$ cat config.mk
export PLATFORM = sky130hd
export DESIGN_NAME = tv_mem
export DESIGN_NICKNAME = d
export VERILOG_FILES = /design/src/rtl/tv_mem.sv
export SDC_FILE = /design/constraint.sdc
export NUM_CORES = 1
export LEC_CHECK = 0
export CAP_MARGIN = 10
export CORE_MARGIN = 2
export CORE_UTILIZATION = 40
export CTS_CLUSTER_DIAMETER = 200
export DETAILED_ROUTE_END_ITERATION = 8
export PLACE_DENSITY = 0.57
export SYNTH_ARGS = -nofsm -noshare
export SYNTH_HDL_FRONTEND = slang
export SYNTH_SLANG_ARGS = --single-unit
$ cat constraint.sdc
create_clock -name clk -period 4.35 [get_ports clk]
set_input_delay 0.6525 -clock clk [delete_from_list [all_inputs] [get_ports clk]]
set_output_delay 0.6525 -clock clk [all_outputs]
set_load 0.05 [all_outputs]
$ cat src/rtl/tv_mem.sv
// Vector storage: one synchronous write port and one asynchronous read port.
// Writes land on the next clk edge, reads are combinational; there is no backpressure.
module tv_mem #(
  parameter int W      = 24,
  parameter int DEPTH  = 16,
  parameter int ADDR_W = 4
) (
  input  logic              clk,
  input  logic              we,
  input  logic [ADDR_W-1:0] waddr,
  input  logic [W-1:0]      wdata,
  input  logic [ADDR_W-1:0] raddr,
  output logic [W-1:0]      rdata
);

  logic [W-1:0] mem [DEPTH];

  // Out-of-range addresses (DEPTH not a power of two) are dropped
  always_ff @(posedge clk) begin
    if (we && (int'(waddr) < DEPTH)) mem[waddr] <= wdata;
  end

  assign rdata = mem[raddr];

endmodule

# Yosys cells after proc, flatten, opt, wreduce, memory -nomap -nowiden
# Memories as Yosys holds them, arrays and structs flattened.
# Cells that the tools add are included.
# totals
in_bits,34
memories,1
output_inout_bits,24
regBits,0
wordCells,3
ram_bits,384
# mem_list
memory,depth,word_bits,read_ports,rd_clocked_by_memory_dff,wr,line_no,rtl
mem,16,24,1,0,1,16,logic [W-1:0] mem [DEPTH];
# classes
muxes,2
# op_table
op,n
two-way mux 1 bit,2

# Longest topological paths before layout
# logic_depth
depth_word,2
ltp_mapped,6
mapped_depth_nobuf,3

# Worst setup path after synthesis
# Ideal clock, no wire load.
# synth_path
path_kind,input-to-reg
start,input waddr[2]
end,memory mem[0][0] (enable)
t_required_ps,3915
path_slack_ps,1080
setup_time_ps,435
path_stages,2
path_buffers,0
arrival_time_ps,2835
path_cell_list,or3b_2 > nor3_1
# synth_rtl
element,line_no,rtl
start: declaration,10,"input logic [ADDR_W-1:0] waddr,"
end: declaration,16,
# Straight into the memory's write port.

# Worst setup path after layout
# layout_path
start,input raddr[2]
end,output rdata[20]
# layout_via
elab_chain_cells,1
# layout_lines
element,line_no,rtl
start: declaration,12,"input logic [ADDR_W-1:0] raddr,"
memory read (16 x 24 bit),-,
end: declaration,13,output logic [W-1:0] rdata
# No other way between the ends.

==> flow_summary.toml <==
[run_status]
status = "finished, final reports clean"

[sta]
min_period_ps = 3360
drv_slew = 0
max_freq_mhz = 297
period_share_pct = 77.3
worst_pin_slew_ps = 1020
holdWs_ps = 1060
slew_headroom_pct = 31.8
setup_viol = 0
finalSetupTns_ps = 0
hold_violations = 0
rsz0062_at_grt = "no"

[clock_tree]
cts_buffer_depth = 3
post_cts_buffers = 0
cts_resized = 0
clkTransAtPathRegs_ps = 60
ctsHoldBuffers = 0
clockRootBuffer = "clkbuf_16"
htreeDepth = 2
clock-sinks = 384
cts_inserted_buffers = 41
cts_tree = "yes"

[finish]
fin_cells = 1190
nFillCells = 2866
reg_top3 = "mem (384)"
syn2layout_area_growth_pct = 17.8
drive_gt1_share_pct = 30.2
top_register = "mem"
diodes = 0
largest_register_ffs = 384
nNetsFinal = 735

[placement]
gp_congestion = 0.701
dp_hpwl_um = 16500
dp_cells = 1119
io_buffers = 57

[yosys]
synth_ff_type = "edfxtp_1"
synth_cell_types = 15
yosysMostFrequentCell = "edfxtp_1"
syn_nets = 646
ys_seq_area_share_pct = 79.8
async_reset_ff_share_pct = 0
synth_edf_count = 384
syn-cell-area_sq_mm = 0.0145
synthCells = 612
syn_avg_cell_area_sq_um = 23.6
ys.warnings.count = 0
yosys-top-cells-area = "edfxtp_1, mux4_2, a22oi_1, nand2_1, clkbuf_1"
synth_seq_cells = 384
synthTopCellsByCount = "edfxtp_1, mux4_2, a22oi_1"
synth_top_cell_area_share_pct = 79.8
yosysTopAreaCell = "edfxtp_1"

[detailed_routing]
antenna_left = 0
drc = 0
vias = 6524
drt-initial-drc-count = 646
vias_per_cell = 5.48
drt_wl_total_um = 30200
wl_per_cell_um = 25.4
drt_pass1_iterations = 5

[worst_setup_path]
crit_type = "input pin to primary output"
worstSetupStartpointType = "input pin"
crit_path_top_delay_cell = "nor2b_2"
cpPeakStageDelay_ps = 830
required_ps = 3700
worstPathCellList = "clkdlybuf4s50_1 -> nor2b_2 -> buf_4 -> a22oi_1 -> nand2_1 -> buf_4"
arrival_ps = 2710
crit_fanout = 14
crit_path_end_kind = "primary output"
crit_top_cell = "buf_4"

[grt]
antenna_found_initial = 1
grt_usage_pct = 16.3
grt_pass1_vias = 7126
overflow = 0
grt_pass1_wl_um = 45600
grt_max_degree = 44

[pwr]
peakVddDrop_uv = 263
power_density_mw_per_mm2 = 477
power_uw = 8110
leakagePower_uw = 0.00535

[floorplan]
die-height_um = 194
io_pins = 58
core_area_sq_mm = 0.0356
die_w_um = 194
initial_core_util_pct = 40.6
die_area_sq_mm = 0.0377
rows = 69

[min_path]
min_path_type = "input pin to flop"

[run]
drv_cap = 0
[layer usage]
layer  up-vias  global-route usage [%]  share of wire [%]
li1       2810                       -                  -
met1      3515                    21.4                 42
met2       161                    28.6                 52
met3        38                    2.80                4.3
met4         0                    3.73                1.7
met5         -                       0                  0
[path summary, 6_finish.rpt]
check	start	to	slack, ps	depth (start not counted)
setup / recovery	raddr[2]	rdata[20]	990	6
hold / removal	wdata[23]	mem[2][23]	1060	1
[worst max-delay path: cells and delay by family]
family / cells / cell delay [ps]
simple gates: 2 / 910
buf+inv: 3 / 1070
compound gates: 1 / 80
[final cells by class]
class	instances	area [sq um]	area share (%)
sequential	384	11500	67.8
multi-input combinational	195	2860	16.8
clock buffer	48	1090	6.43
timing repair buffer	79	712	4.18
tap	461	577	3.39
clock inverter	23	241	1.42
[logic make-up (layout without fill, tap and decap cells)]
kind of cell | Yosys count | after routing | synth area share, %
AO/OA/AOI/OAI | 48 | 48 | 2.49
flip-flops | 384 | 384 | 79.8
buffers and inverters | 33 | 150 | 1.20
AND/OR/NAND/NOR | 51 | 51 | 1.54
multiplexers | 96 | 96 | 15.0
[metrics by stage]
stage               util, %  cell area, sq um  worst slack, ps
finish                 47.8             17000              985
global route           47.8             17000              856
CTS                    47.8             17000              911
detailed placement     44.1             15700              896
global placement       44.1             15700              933
floorplan                 -             14500             1080
[report_power, final]
group,switching [uW],internal [uW]
registers,15.4,4150
logic,315,191
clock network,1350,2090
total,1680,6430
[layout by cell type, fill, tap and decap left out, drive strengths merged]
cell type,count
bufinv,5
inv,2
clkbuf,48
nand3b,2
nor2b,2
nand3,1
nand2b,2
and2,1
clkdlybuf4s50,31
mux4,96
edfxtp,384
nand2,25
buf,48
or3b,1
clkinv,15
a22oi,48
clkinvlp,1
nor2,13
nor3,4
(Power assumes the default switching activity.)
